<file path="config.mk">
export PLATFORM = sky130hd
export DESIGN_NAME = imem_fetch_ctrl
export DESIGN_NICKNAME = d
export VERILOG_FILES = /design/src/rtl/imem_fetch_ctrl.sv
export SDC_FILE = /design/constraint.sdc
export NUM_CORES = 1
export LEC_CHECK = 0
export ABC_CLOCK_PERIOD_IN_PS = 6700
export CAP_MARGIN = 30
export CORE_MARGIN = 2
export CORE_UTILIZATION = 54
export CTS_BUF_LIST = sky130_fd_sc_hd__clkbuf_8
export DETAILED_ROUTE_END_ITERATION = 7
export GPL_TIMING_DRIVEN = 0
export HOLD_SLACK_MARGIN = 0.03
export PLACE_DENSITY = 0.95
export SLEW_MARGIN = 20
export SYNTH_ARGS = -nofsm -noshare
export SYNTH_HDL_FRONTEND = slang
export SYNTH_SLANG_ARGS = --single-unit
export TNS_END_PERCENT = 20
</file>
<file path="constraint.sdc">
create_clock -name clk_i -period 6.7 [get_ports clk_i]
set_clock_uncertainty 0.15 [all_clocks]
set_input_delay 1.34 -clock clk_i [delete_from_list [all_inputs] [get_ports clk_i]]
set_output_delay 1.34 -clock clk_i [all_outputs]
set_load 0.01 [all_outputs]
</file>
<file path="src/rtl/imem_fetch_ctrl.sv">
// imem_fetch_ctrl: PC sequencer and prefetch FIFO between core redirect logic and instruction memory.
// Define IMEM_FETCH_BOUND_CHECK_EN to add the out-of-range FAULT state and sticky fault_o.
module imem_fetch_ctrl #(
   parameter int          MEM_SIZE   = 1024,
   parameter int          FIFO_DEPTH = 2,
   parameter logic [15:0] RESET_PC   = 16'h0000
) (
   input  logic        clk_i,
   input  logic        rst_i,
   input  logic        en_i,
   input  logic        redirect_i,
   input  logic [15:0] redirect_pc_i,
   output logic [15:0] imem_addr_o,
   input  logic [15:0] imem_instr_i,
   output logic [15:0] instr_o,
   output logic [15:0] pc_o,
   output logic        valid_o,
   input  logic        ready_i,
   output logic        busy_o,
   output logic        fault_o
);
   localparam int AW = $clog2(FIFO_DEPTH);
   localparam int CW = AW + 1;
   localparam logic [16:0] LIMIT = 17'(MEM_SIZE * 4);
   localparam logic [1:0] IDLE  = 2'd0;
   localparam logic [1:0] FETCH = 2'd1;
   logic [1:0]    state, state_n;
   logic [15:0]   pc;
   logic [CW-1:0] count;
   logic [AW-1:0] wr_ptr, rd_ptr;
   logic [15:0]   fifo_instr [FIFO_DEPTH];
   logic [15:0]   fifo_pc    [FIFO_DEPTH];
   logic          pop, room, push, go;
   logic          unused_bits;
   assign unused_bits = ^{redirect_pc_i[1:0], LIMIT};
   assign pop  = valid_o && ready_i;
   assign room = count < CW'(FIFO_DEPTH) || pop;
   // a redirect outside FETCH always lands in IDLE, even with en_i high
   assign go   = en_i && !(redirect_i && state != FETCH);
`ifdef IMEM_FETCH_BOUND_CHECK_EN
   localparam logic [1:0] FAULT = 2'd2;
   logic oob;
   assign oob     = {1'b0, pc} >= LIMIT;
   assign push    = state == FETCH && !redirect_i && room && !oob;
   assign state_n = (state == FETCH && !redirect_i && room && oob) ? FAULT :
                    (state == FAULT && !redirect_i) ? FAULT : go ? FETCH : IDLE;
   assign fault_o = state == FAULT;
`else
   assign push    = state == FETCH && !redirect_i && room;
   assign state_n = go ? FETCH : IDLE;
   assign fault_o = 1'b0;
`endif
   assign imem_addr_o = pc;
   assign valid_o     = count != '0;
   assign instr_o     = valid_o ? fifo_instr[rd_ptr] : '0;
   assign pc_o        = valid_o ? fifo_pc[rd_ptr] : '0;
   assign busy_o      = state == FETCH || valid_o;
   always_ff @(posedge clk_i or posedge rst_i) begin
      if (rst_i) begin
         state  <= IDLE;
         pc     <= RESET_PC;
         count  <= '0;
         wr_ptr <= '0;
         rd_ptr <= '0;
      end else begin
         state <= state_n;
         if (redirect_i) begin
            pc     <= {redirect_pc_i[15:2], 2'b00};
            count  <= '0;
            wr_ptr <= '0;
            rd_ptr <= '0;
         end else begin
            pc     <= push ? pc + 16'd4 : pc;
            wr_ptr <= push ? wr_ptr + 1'b1 : wr_ptr;
            rd_ptr <= pop ? rd_ptr + 1'b1 : rd_ptr;
            count  <= count + CW'(push) - CW'(pop);
         end
      end
   end
   always_ff @(posedge clk_i) begin
      if (push) begin
         fifo_instr[wr_ptr] <= imem_instr_i;
         fifo_pc[wr_ptr]    <= pc;
      end
   end
endmodule

</file>
Yosys cells after proc, flatten, opt, wreduce, memory -nomap -nowiden:

Memories as Yosys holds them, arrays and structs flattened.
Cells that the tools add are included.

* memories kept: 2
* input port bits: 37
* output and inout bits: 51
* word-level logic and storage cells: 39
* register bits: 21
* RAM bits: 64

Memories
* fifo_instr: words 2, bits a word 16, rd ports 1, clocked after memory_dff 0, wr ports 1, line 31 `logic [15:0] fifo_instr [FIFO_DEPTH];`
* fifo_pc: words 2, bits a word 16, rd ports 1, clocked after memory_dff 0, wr ports 1, line 32 `logic [15:0] fifo_pc [FIFO_DEPTH];`

* eq/ne operators: 2
* magnitude comparators: 1
* reduce and logical (&&, ||, !) cells: 12
* add/subtract/negate cells: 5
* mux-type cells: 12

Operators by type and width (count)
* $mux W16: 4
* $add A16 B3 Y16 const B: 1
* $mux W1: 7
* $reduce_bool A2 Y1: 3
* $logic_and A1 B1 Y1: 5
* $add A1 B1 Y1 const B: 2
* $add A2 B1 Y2: 1
* $logic_not A1 Y1: 2
* $logic_or A1 B1 Y1: 2
* $lt A2 B2 Y1 const B: 1
* $mux W2: 1
* $sub A2 B1 Y2: 1
* $eq A1 B1 Y1 const B: 1
* $ne A1 B1 Y1 const B: 1

Longest topological paths before layout:

Gate-level depths: netlist of the first run.

* word-level depth: 7
* depth in mapped cells: 9
* gate-level depth less buffers: 9

Worst setup path after synthesis of the first run:

OpenSTA, ideal clock, no wires.

* path type: input to register
* from: input port ready_i
* to: memory fifo_instr[0][0] (enable)
* arrival time: 2.891 ns
* stages on the path: 3
* slack: 3.242 ns
* library setup time: 0.417 ns
* buffers on the path: 0
* required time: 6.133 ns
* cells stage by stage: nand2b_2 nand3_1 nor2_1

* longest elaborated chain between the ends: 5

RTL lines
* from (decl): line 18 `input logic ready_i,`
* $logic_and A1 B1 Y1: line 36 `assign pop = valid_o && ready_i;`
* $logic_or A1 B1 Y1: line 37 `assign room = count < CW'(FIFO_DEPTH) || pop;`
* $logic_and A1 B1 Y1: line 49 `assign push = state == FETCH && !redirect_i && room;`
* $mux W1: line 81 `if (push) begin`
* $mux W1 (implied by the code): line 82 `fifo_instr[wr_ptr] <= imem_instr_i;`
* to (decl): line 31

No other way between the ends.

Worst setup path after layout of the first run:

* from: register count[1]
* to: output port pc_o[15]

* longest elaborated chain between the ends: 2

RTL lines
* from (decl): line 29 `logic [CW-1:0] count;`
* from (signal assigned): line 76 `count <= count + CW'(push) - CW'(pop);`
* $reduce_bool A2 Y1: line 54 `assign valid_o = count != '0;`
* $mux W16: line 56 `assign pc_o = valid_o ? fifo_pc[rd_ptr] : '0;`
* to (decl): line 16 `output logic [15:0] pc_o,`

No other way between the ends.

==> flow_metrics.env, run 1 <==
export IMPL_outcome="completed"
export IMPL_syn_to_final_growth_pct=36.5
export IMPL_routed_wirelength_um=6770
export IMPL_power_switching_mw=0.386
export IMPL_clock_latency_ns=0.33
export IMPL_finalMaxSlewViolations=0
export IMPL_avgSynthCellArea_um2=13.3
export IMPL_num_io_pins=88
export IMPL_ctsResizeCount=0
export IMPL_sw_frac_of_total_pct=26.9
export IMPL_timing_final_crit_share_pct=53.5
export IMPL_viasPerCell=5.30
export IMPL_layout_setup_ws_ns=3.12
export IMPL_setup_tns_ns=0
export IMPL_final_nets=389
export IMPL_endpoint_kind="output port"
export IMPL_min_path_type="reg -> reg"
export IMPL_dr_wl_met2_um=3450
export IMPL_grt_pass1_wl_um=11200
export IMPL_numPortBuffers=80
export IMPL_synth_top_area_cell="edfxtp_1"
export IMPL_fill_cells=362
export IMPL_tightest_slew_ns=0.726
export IMPL_first_global_vias=2294
export IMPL_synth_area_top_cells="edfxtp_1 (54%), dfrtp_1 (14%), mux2i_1 (9.2%)"
export IMPL_synth_top_area_share_pct=53.6
export IMPL_worstPathArrival_ns=2.09
export IMPL_postCtsSetupBuffers=0
export IMPL_cts_root_buf="clkbuf_8"
export IMPL_topRoutingLayerUsed="met4"
export IMPL_core_area_um2=5960
export IMPL_routedWlPerCell_um=15.8
export IMPL_drt_met1_wl_um=2850
export IMPL_netlist_cell_type_count=34
export IMPL_p_int_mw=1.05
export IMPL_synthFlopType="edfxtp_1"
export IMPL_antenna_found_initial=0
export IMPL_num_antenna_cells=0
export IMPL_syn_area_um2=3360
export IMPL_place_congestion=0.833
export IMPL_synth_edf_count=60
export IMPL_cts_htree_levels=3
export IMPL_final_common_cell="clkdlybuf4s50_1"
export IMPL_hold_buffers=0
export IMPL_seq_area_frac_synth_pct=67.7
export IMPL_ant_nets=0
export IMPL_die_area_um2=6870
export IMPL_syn_inst=252
export IMPL_hold_viol=0
export IMPL_die_w_um=82.9
export IMPL_die_y_um=82.9
export IMPL_drtIter0Drc=112
export IMPL_critPathKind="reg -> out"
export IMPL_post_route_drc_count=0
export IMPL_hpwl_um=4830
export IMPL_drive_gt1_share_pct=9.89
export IMPL_wl_met3_um=395
export IMPL_final_cell_mix="clkdlybuf4s50_1 (80), edfxtp_1 (60), nor2_1 (40)"
export IMPL_setup_viol=0
export IMPL_max_slew_margin_pct=51.6
export IMPL_async_flop_share_pct=24.1
export IMPL_max_freq_ghz=0.279
export IMPL_cap_violations=0
export IMPL_comb_power_share_pct=29.3
export IMPL_grt_overflow_total=0
export IMPL_final_seq_area_um2=2280
export IMPL_seqPwrFrac_pct=41.1
export IMPL_p_clk_share_pct=29.6
export IMPL_cts_sinks=79
export IMPL_multiInputGateArea_um2=1000
export IMPL_period_needed_ns=3.58
export IMPL_cp_start_kind="register"
export IMPL_grt_max_degree=22
export IMPL_tritoncts="yes"
export IMPL_irDropWorstVdd_v=0.000182
export IMPL_r2r_slack_ns=4.57
export IMPL_power_density_nw_per_um2=313
export IMPL_initial_core_util_pct=56.4
export IMPL_synth_seq_cells=79
export IMPL_rsz0062_at_grt="no"
export IMPL_dr_pass1_iters=4
export IMPL_grt_usage_pct=20.4
export IMPL_clkTransAtPathRegs_ns=0.07
export IMPL_crit_required_ns=5.21
export IMPL_place_ws_ns=3.20
export IMPL_row_count=28
export IMPL_numCtsBuffers=9
export IMPL_ys_warn_count=0
export IMPL_p_leak_nw=1.67
export IMPL_cts_buffer_depth=2
export IMPL_vias=2274
export IMPL_crit_path_max_fanout=10
worst paths after layout:
check	start	to	cells after the start
worst max-delay path	count[1]	pc_o[15]	4
worst min-delay path	imem_addr_o[3]	fifo_pc[1][3]	0
worst max register to register	count[1]	count[1]	9
worst min register to register	imem_addr_o[3]	fifo_pc[1][3]	0
max in group asynchronous	rst_i	wr_ptr	2
min in group asynchronous	rst_i	imem_addr_o[9]	2
kinds of logic after synthesis:
| logic type | synth area share, % |
|---|---|
| adders and majority gates | 1.12 |
| DFF | 67.7 |
| AOI/OAI and AO/OA | 3.76 |
| buffers and inverters | 3.39 |
| and+or+nand+nor | 12.3 |
| muxes | 9.23 |
| other | 0.112 |
| xor gates and xnor gates | 2.34 |
power groups by stage:
stage          clock (mW)  combinational (mW)  sequential (mW)
2_1_floorplan           0               0.214            0.598
3_3_place_gp            0               0.406            0.599
3_5_place_dp            0               0.424            0.600
4_1_cts             0.428               0.425            0.590
5_1_grt             0.455               0.456            0.595
6_report            0.425               0.421            0.590
per-layer routing:
layer	vias up	GRT usage, %
li1	1092	-
met1	1098	27.2
met2	78	33.2
met5	-	0
met3	6	4.77
met4	0	7.00
through the flow:
stage | area, um2 | total power [mW] | utilization [%] | std cells | hold WS [ns]
after floorplan | 3380 | 0.811 | - | 256 | 0.394
after global placement | 4270 | 1.00 | 71.7 | 411 | 0.390
after detailed placement | 4340 | 1.02 | 72.9 | 413 | 0.389
after CTS | 4590 | 1.44 | 77.1 | 429 | 0.410
after global routing | 4590 | 1.50 | 77.1 | 429 | 0.439
final | 4590 | 1.44 | 77.1 | 429 | 0.413
synth_stat cells (all sizes together), types with 2 or more instances:
cell,number
a31oi,5
and2,2
and3,2
buf,9
clkbuf,7
dfrtp,19
edfxtp,60
ha,3
inv,8
mux2i,31
nand2,15
nand3,8
nor2,42
nor2b,2
o211ai,3
o21ai,7
o31ai,4
or3,2
or4,7
xnor2,6
xor2,3
final cells by class:
class,instances,area share [%]
Timing Repair Buffer,82,18.6
Inverter,8,0.654
Tap cell,75,2.04
Clock inverter,5,2.13
Sequential cell,79,49.6
Multi-Input combinational cell,153,21.8
Buffer,16,1.83
Clock buffer,11,3.30
critical path: stages, from the launching register on:
cell and delay [ns]:
dfrtp_1 0.44, nor2_1 0.27, clkbuf_1 0.44, nor2_1 0.10, clkdlybuf4s50_1 0.51
state kept, by name, indices dropped and copies added, names as in the netlist:
| name | cells |
|---|---|
| state | 1 |
| count | 2 |
| imem_addr_o | 14 |
| fifo_pc | 28 |
| wr_ptr | 1 |
| fifo_instr | 32 |
| rd_ptr | 1 |
(Power assumes the default switching activity.)
==> run 2: changes to the inputs <==
--- a/config.mk
+++ b/config.mk
@@ -5,15 +5,15 @@
 export SDC_FILE = /design/constraint.sdc
 export NUM_CORES = 1
 export LEC_CHECK = 0
-export ABC_CLOCK_PERIOD_IN_PS = 6700
+export ABC_CLOCK_PERIOD_IN_PS = 3580
 export CAP_MARGIN = 30
 export CORE_MARGIN = 2
-export CORE_UTILIZATION = 54
+export CORE_UTILIZATION = 50
 export CTS_BUF_LIST = sky130_fd_sc_hd__clkbuf_8
 export DETAILED_ROUTE_END_ITERATION = 7
 export GPL_TIMING_DRIVEN = 0
 export HOLD_SLACK_MARGIN = 0.03
-export PLACE_DENSITY = 0.95
+export PLACE_DENSITY = 0.92
 export SLEW_MARGIN = 20
 export SYNTH_ARGS = -nofsm -noshare
 export SYNTH_HDL_FRONTEND = slang
==> constraint.sdc (replaced) <==
create_clock -name clk_i -period 3.58 [get_ports clk_i]
set_clock_uncertainty 0.15 [all_clocks]
set_input_delay 0.716 -clock clk_i [delete_from_list [all_inputs] [get_ports clk_i]]
set_output_delay 0.716 -clock clk_i [all_outputs]
set_load 0.01 [all_outputs]
==> run 2 against run 1 <==
Hold slack worse by 0.0098 ns. Final area is 1.1% lower. Non-clock buffer count stayed put. Sequential share of layout area is 0.56 points higher. Utilization is 6.4 points lower. Critical path type unchanged.
==> flow_metrics.env, run 2 (synthesis results as in run 1) <==
export IMPL_comb_power_share_pct=30.6
export IMPL_finalMaxSlewViolations=0
export IMPL_ant_nets=0
export IMPL_cts_root_buf="clkbuf_8"
export IMPL_place_ws_ns=0.740
export IMPL_vias=2279
export IMPL_final_common_cell="clkdlybuf4s50_1"
export IMPL_numCtsBuffers=9
export IMPL_place_congestion=0.861
export IMPL_tightest_slew_ns=0.739
export IMPL_rsz0062_at_grt="no"
export IMPL_antenna_found_initial=0
export IMPL_worstPathArrival_ns=2.20
export IMPL_min_path_type="reg -> reg"
export IMPL_cp_start_kind="register"
export IMPL_clock_latency_ns=0.35
export IMPL_power_switching_mw=0.742
export IMPL_routed_wirelength_um=7240
export IMPL_grt_max_degree=26
export IMPL_crit_required_ns=2.71
export IMPL_post_route_util_pct=70.7
export IMPL_dr_wl_met2_um=3770
export IMPL_p_clk_share_pct=26.8
export IMPL_clkTransAtPathRegs_ns=0.07
export IMPL_timing_final_crit_share_pct=85.6
export IMPL_crit_path_max_fanout=10
export IMPL_syn_to_final_growth_pct=35.0
export IMPL_cap_violations=0
export IMPL_numPortBuffers=80
export IMPL_viasPerCell=5.29
export IMPL_cts_sinks=79
export IMPL_drive_gt1_share_pct=9.89
export IMPL_final_cell_mix="clkdlybuf4s50_1 (80), edfxtp_1 (60), nor2_1 (40)"
export IMPL_routedWlPerCell_um=16.8
export IMPL_max_freq_ghz=0.326
export IMPL_grt_overflow_total=0
export IMPL_endpoint_kind="output port"
export IMPL_dr_pass1_iters=4
export IMPL_row_count=29
export IMPL_core_area_um2=6420
export IMPL_grt_usage_pct=20.7
export IMPL_critPathKind="reg -> out"
export IMPL_sw_frac_of_total_pct=28.6
export IMPL_drt_met1_wl_um=2960
export IMPL_num_io_pins=88
export IMPL_hold_buffers=0
export IMPL_max_slew_margin_pct=50.7
export IMPL_place_area_um2=4330
export IMPL_drtIter0Drc=149
export IMPL_top_register="fifo_instr"
export IMPL_num_antenna_cells=0
export IMPL_ctsResizeCount=0
export IMPL_grt_pass1_wl_um=11200
export IMPL_tritoncts="yes"
export IMPL_initial_core_util_pct=52.3
export IMPL_cts_htree_levels=3
export IMPL_post_route_drc_count=0
export IMPL_fin_area_um2=4540
export IMPL_p_leak_nw=1.64
export IMPL_die_y_um=86
export IMPL_hpwl_um=4950
export IMPL_hold_viol=0
export IMPL_period_needed_ns=3.06
export IMPL_topRoutingLayerUsed="met4"
export IMPL_wl_met3_um=353
export IMPL_setup_viol=0
export IMPL_fill_cells=431
export IMPL_power_density_nw_per_um2=571
export IMPL_layout_setup_ws_ns=0.516
export IMPL_die_area_um2=7400
export IMPL_first_global_vias=2226
export IMPL_irDropWorstVdd_v=0.000404
export IMPL_final_nets=389
export IMPL_outcome="completed"
export IMPL_cts_buffer_depth=2
export IMPL_p_int_mw=1.85
export IMPL_seqPwrFrac_pct=42.6
export IMPL_postCtsSetupBuffers=0
export IMPL_die_w_um=86
export IMPL_largest_reg_flops=32
==> run 2: through the flow <==
stage	hold WS (ns)	total power, mW	cells	setup TNS, ns
after floorplan	0.394	1.52	256	0
after global placement	0.384	1.89	413	-29.60
after detailed placement	0.385	1.92	415	0
after CTS	0.402	2.61	431	0
after global routing	0.424	2.71	431	0
final	0.403	2.59	431	0
==> run 2: cell type report <==
type	instances	area [um2]	area share (%)
buffer	16	83.8	1.85
clock buffer	9	124	2.73
multi-input combinational	153	1000	22.1
tap	77	96.3	2.12
sequential	79	2280	50.2
clock inverter	7	86.3	1.90
inverter	8	30.0	0.662
timing repair buffer	82	841	18.5
==> run 2: routing by layer <==
metal / vias to the layer above / track usage, %
met5: - / 0
met4: 0 / 9.67
met3: 10 / 4.04
met2: 81 / 34.3
met1: 1094 / 26.3
li1: 1094 / -
==> run 2: path summary, 6_finish.rpt <==
| check | startpoint | endpoint | slack, ns | cells after the start |
|---|---|---|---|---|
| min reg2reg | imem_addr_o[15] | fifo_pc[1][15] | 0.40 | 0 |
| max in group asynchronous | rst_i | imem_addr_o[15] | 2.15 | 2 |
| max | count[1] | instr_o[11] | 0.52 | 4 |
| max reg2reg | count[1] | count[1] | 1.39 | 9 |
| min | imem_addr_o[15] | fifo_pc[1][15] | 0.40 | 0 |
| min in group asynchronous | rst_i | imem_addr_o[11] | 0.66 | 2 |
==> run 2: power by group through the flow <==
| stage | Combinational, mW | Clock [mW] | Sequential, mW |
|---|---|---|---|
| after detailed placement | 0.794 | 0 | 1.12 |
| after global placement | 0.771 | 0 | 1.12 |
| after CTS | 0.802 | 0.707 | 1.10 |
| after global routing | 0.855 | 0.747 | 1.11 |
| after floorplan | 0.400 | 0 | 1.12 |
| final | 0.795 | 0.695 | 1.10 |
==> run 2: worst max-delay path, cell delays in order (launching register included) <==
cell             delay, ns
dfrtp_1               0.44
nor2_1                0.35
clkbuf_1              0.44
nor2_1                0.12
clkdlybuf4s50_1       0.50
==> run 3: changes to the inputs <==
--- a/config.mk
+++ b/config.mk
@@ -10,6 +10,7 @@
 export CORE_MARGIN = 2
 export CORE_UTILIZATION = 50
 export CTS_BUF_LIST = sky130_fd_sc_hd__clkbuf_8
+export CTS_CLUSTER_DIAMETER = 150
 export DETAILED_ROUTE_END_ITERATION = 7
 export GPL_TIMING_DRIVEN = 0
 export HOLD_SLACK_MARGIN = 0.03
==> results of run 3 <==
Same layout as run 2: the final DEF is identical, and so are final timing and power.
